--- src/rtl/reg_file_sync.sv ---
// rtl/reg_file_sync.sv - 32x64 register file, one write port, two registered read ports
// Entry 31 is a hard zero; same-edge reads of the entry being written see the new value.
module reg_file_sync #(
    parameter int WIDTH = 64,
    parameter int DEPTH = 32,
    localparam int AW = $clog2(DEPTH)
) (
    input  logic             clk,
    input  logic             reset,
    input  logic             wr_en,
    input  logic [AW-1:0]    wr_addr,
    input  logic [WIDTH-1:0] wr_data,
    input  logic             rd_en_a,
    input  logic [AW-1:0]    rd_addr_a,
    input  logic             rd_en_b,
    input  logic [AW-1:0]    rd_addr_b,
    output logic [WIDTH-1:0] rd_data_a,
    output logic             rd_valid_a,
    output logic [WIDTH-1:0] rd_data_b,
    output logic             rd_valid_b
);

    localparam logic [AW-1:0] XZR = AW'(DEPTH - 1);

    logic [WIDTH-1:0] mem [DEPTH];
    logic             run;
    logic             wr_ok;
    logic [WIDTH-1:0] nxt_a;
    logic [WIDTH-1:0] nxt_b;

    // run stays low for the first edge after reset release, so a request that
    // lands on the deassertion edge is ignored.
    always_ff @(posedge clk or negedge reset) begin
        if (!reset) begin
            run <= 1'b0;
        end else begin
            run <= 1'b1;
        end
    end

    assign wr_ok = run && wr_en && (wr_addr != XZR);

    always_ff @(posedge clk or negedge reset) begin
        if (!reset) begin
            for (int i = 0; i < DEPTH; i++) begin
                mem[i] <= '0;
            end
        end else if (wr_ok) begin
            mem[wr_addr] <= wr_data;
        end
    end

    always_comb begin
        nxt_a = mem[rd_addr_a];
        if (rd_addr_a == XZR) begin
            nxt_a = '0;
        end else if (wr_ok && (wr_addr == rd_addr_a)) begin
            nxt_a = wr_data;
        end
    end

    always_comb begin
        nxt_b = mem[rd_addr_b];
        if (rd_addr_b == XZR) begin
            nxt_b = '0;
        end else if (wr_ok && (wr_addr == rd_addr_b)) begin
            nxt_b = wr_data;
        end
    end

    always_ff @(posedge clk or negedge reset) begin
        if (!reset) begin
            rd_data_a  <= '0;
            rd_valid_a <= 1'b0;
        end else begin
            rd_valid_a <= run && rd_en_a;
            if (run && rd_en_a) begin
                rd_data_a <= nxt_a;
            end
        end
    end

    always_ff @(posedge clk or negedge reset) begin
        if (!reset) begin
            rd_data_b  <= '0;
            rd_valid_b <= 1'b0;
        end else begin
            rd_valid_b <= run && rd_en_b;
            if (run && rd_en_b) begin
                rd_data_b <= nxt_b;
            end
        end
    end

endmodule

--- config.mk ---
export PLATFORM = sky130hd
export DESIGN_NAME = reg_file_sync
export DESIGN_NICKNAME = d
export VERILOG_FILES = /design/src/rtl/reg_file_sync.sv
export SDC_FILE = /design/constraint.sdc
export NUM_CORES = 2
export LEC_CHECK = 0
export CORE_MARGIN = 2
export CORE_UTILIZATION = 65
export CTS_BUF_LIST = sky130_fd_sc_hd__clkbuf_8
export DETAILED_ROUTE_END_ITERATION = 8
export PLACE_DENSITY = 0.8
export SLEW_MARGIN = 20
export SYNTH_ARGS = -nofsm -noshare
export SYNTH_HDL_FRONTEND = slang
export SYNTH_SLANG_ARGS = --single-unit
--- constraint.sdc ---
create_clock -name clk -period 4.4 [get_ports clk]
set_input_delay 0.88 -clock clk [delete_from_list [all_inputs] [get_ports clk]]
set_output_delay 0.88 -clock clk [all_outputs]
set_load 0.02 [all_outputs]
==> impl_summary.log <==
[metrics] run status: finished clean
[metrics] die area: 178000 um2
[metrics] combinational family with the most area after synthesis: multiplexers
[metrics] largest net degree at the start of global routing: 133
[metrics] post-layout utilization of the core: 72.2%
[metrics] largest voltage drop on the vdd net: 0.000360 V
[metrics] number of synthesized flops with an enable pin: 0
[metrics] crit share post-route: 73.8%
[metrics] Via Count: 75.3k
[metrics] critical setup path kind: reg -> out
[metrics] routability congestion estimate: 0.835
[metrics] cell count of the worst hold path: 0
[metrics] area of all placed cells without fillers: 126000 um2
[metrics] proportion of synthesized area in mux cells: 40.5%
[metrics] setup violators final: 0
[metrics] kind of path behind the tightest hold check: reg -> reg
[metrics] fin. max-slew vios: 0
[metrics] Sw Pwr: 14200 uW
[metrics] I/O pins: 214
[metrics] combinational cell fraction of total power: 17.2%
[metrics] clock network power share: 34.9%
[metrics] Post-Synth Simple-Gate Area: 0.794%
[metrics] DRC Markers: 0
[metrics] total cell area at the placement stage: 119000 um2
[metrics] Total Routed Length: 347 mm
[metrics] xor-xnor portion of the synthesized cell area: 0.0771%
[metrics] half-perimeter wire length after detailed placement: 195 mm
[metrics] cell internal power dissipation: 37000 uW
[metrics] commonest register cell after synthesis: dfrtp_1
[metrics] switching part of the total: 27.7%
[metrics] minimum period implied by the final worst setup slack: 3.25 ns
[metrics] Mapped Cells: 7577
[metrics] remaining global-route overflow: 0
[metrics] number of antenna violations at the first check in global routing: 25
[metrics] initial DRC count: 8501
[metrics] cell area after synthesis: 114000 um2
[metrics] starting density of the core: 65.4%
[metrics] core box area: 174000 um2
[metrics] number of clock sinks seen by CTS: 2179
[metrics] net count after synthesis: 7661
[metrics] layout-stage area growth over the synthesis result: 10.5%
[metrics] yosys warns: 0
[metrics] Startpoint Class: register
[metrics] commonest non-fill, non-tap cell in the layout: dfrtp_1
[metrics] clock tree from TritonCTS: done
[metrics] number of buffers and inverters on the critical path: 1
[metrics] worst-path cell with the longest stage delay: clkdlybuf4s50_1
[metrics] post-synthesis async set-or-reset flop share: 100%
[metrics] Die Ht: 422 um
[metrics] deepest clock path buffer count: 4
[metrics] global router's overall resource usage: 39.1%
[metrics] width of the die: 422 um
[metrics] sequential fraction of the synthesis area: 48.0%
[metrics] number of buffers created by CTS: 368
[metrics] hold violation count in the final report: 0
[metrics] share of synthesized cell area in full adder, half adder and majority cells: 0%
[metrics] CP arrival: 2.37 ns
[metrics] commonest cells after routing, fill and taps aside: dfrtp_1 (2179), mux2_2 (1920), mux4_2 (768), mux2i_1 (640), clkbuf_8 (459)
[metrics] number of cells traversed by the worst register-to-register path: 5
[metrics] achievable clock frequency: 0.308 GHz
[metrics] Worst path max stage delay: 0.70 ns
[metrics] Tightest Pin Transition: 1.23 ns
[metrics] first-pass GRT wire length: 516 mm
[metrics] detail-routed via count per cell: 7.40
[metrics] share of layout cells above drive strength 1: 47.2%
[metrics] WL per Instance: 34.1 um
[metrics] total negative slack: 0 ns
[metrics] syn_area_per_cell: 15.0 um2
[metrics] cell family contributing the most delay on the critical path: buffers and inverters
[metrics] Power Density: 407 nW/um2
[metrics] post-CTS repair timing setup buffer count: 0
[metrics] critical-path cell list: clkdlybuf4s50_1
[metrics] max-capacitance violation count: 0
[metrics] H-tree lvl count: 5
[metrics] fraction of the mapped netlist area in compound gates: 6.82%
[metrics] RSZ-0062 raised after global routing: false
[metrics] clock latency of the later-clocked register in the worst-skew pair: 1.12 ns
[metrics] clock-pin slew of the registers on the worst-case setup and hold paths: 0.06 ns
[metrics] largest fanout of any net on the critical path: 2
[metrics] crit end category: output pin
[metrics] buffers added on ports: 213
[metrics] number of detailed-routing iterations run before antenna repair: 6
[metrics] final setup skew: 0.0750 ns
[metrics] flip-flop and latch count after synthesis: 2179
[metrics] standby leakage power: 0.0568 uW
[metrics] power share of the sequential group: 47.9%
[metrics] cell row count: 153
[metrics] Distinct cells, synth: 42
[metrics] worst slew margin relative to its limit: 18.2%
[metrics] via count of the first global-routing pass: 79.1k
[metrics] critical path depth: 1
[metrics] clock root buffer: clkbuf_8
[metrics] antenna viol nets, final: 0
[metrics] Required @ worst endpoint: 3.52 ns
[metrics] overall power after layout: 51100 uW
[metrics] Final #Nets: 7664
## what timing repair did
action / in CTS / in global routing
hold buffers: 1 / 0
endpoints found under the hold margin: 45 / 0
gates resized for setup: 0 / 0
## cells in the mapped netlist, types with 2 or more instances
master     instances  area (um2)
a211oi_1         128         961
o22ai_1          128         801
nand2_1           21        78.8
o221ai_1         128        1120
buf_1             23        86.3
nor2_4             4        45.0
a2111oi_1         31         310
inv_1              2        7.51
nor4b_1            2        17.5
mux2_2          1920       21600
buf_6             40         450
clkbuf_1         468        1760
o21a_1             2        15.0
mux2_1            64         721
nor2b_1            8        50.1
mux2i_1          640        6410
a22o_1           128        1120
mux4_2           768       17300
dfrtp_1         2179       54500
nor2_2            10        62.6
nor3_1             2        10.0
o31ai_1          128         961
nand3b_1           5        37.5
nor2_1           132         495
a22oi_1          128         961
buf_2            278        1390
buf_4             84         631
xnor2_1           10        87.6
nor3b_1            3        22.5
nand3_1            5        25.0
a2111oi_2         97        1460
## power by group through the flow
| stage | Sequential (uW) | Combinational [uW] | Clock [uW] |
|---|---|---|---|
| 2_1_floorplan | 24300 | 6140 | 0 |
| 3_3_place_gp | 24500 | 8450 | 0 |
| 3_5_place_dp | 24800 | 8730 | 0 |
| 4_1_cts | 24500 | 8760 | 18000 |
| 5_1_grt | 24800 | 9310 | 18900 |
| 6_report | 24500 | 8780 | 17800 |
## through the flow
step | instances | hold slack, ns | worst slack (ns)
floorplan | 7577 | 0.450 | 1.79
CTS | 10147 | 0.377 | 1.17
finish | 10170 | 0.402 | 1.15
global placement | 9532 | 0.384 | 0.500
detailed placement | 9532 | 0.391 | 0.409
global route | 10164 | 0.410 | 1.14
## cell type report
class	instances	area, um2
sequential	2179	54500
fill	11065	48200
antenna	21	52.6
inverter	2	7.51
tap	2325	2910
clock buffer	457	6290
multi-input combinational	4502	55100
clock inverter	157	788
timing repair buffer	527	5940
## flip-flops by register name, summed over array words and instances (netlist names)
signal and cells:
rd_data_a 64, run 1, rd_valid_a 1, mem 2048, rd_valid_b 1, rd_data_b 64
## worst paths after layout
path                          startpoint             to  slack (ns)
max reg2reg                          run  rd_data_a[53]        1.48
min reg2reg                      mem[47]        mem[47]        0.40
min                              mem[47]        mem[47]        0.40
min in group asynchronous          reset       mem[177]        0.42
max                        rd_data_a[21]  rd_data_a[21]        1.15
max in group asynchronous          reset      mem[1872]        2.49
## kinds of logic (layout without fill, tap and decap cells)
kind of cell / Yosys count / in the layout
buffers and inverters: 896 / 1143
flip-flops: 2179 / 2179
multiplexers: 3392 / 3392
AO/OA/AOI/OAI: 901 / 901
XOR/XNOR: 10 / 10
AND/OR/NAND/NOR: 198 / 198
other: 1 / 22
## layer usage
metal / track usage [%] / share of wire [%] / vias up
met5: 0 / 0.023 / -
met4: 22.1 / 6.3 / 12
met3: 9.48 / 11 / 1345
met2: 59.5 / 46 / 4564
met1: 52.2 / 37 / 39717
li1: - / - / 29612
No activity file was read; power rests on OpenSTA's default activity.
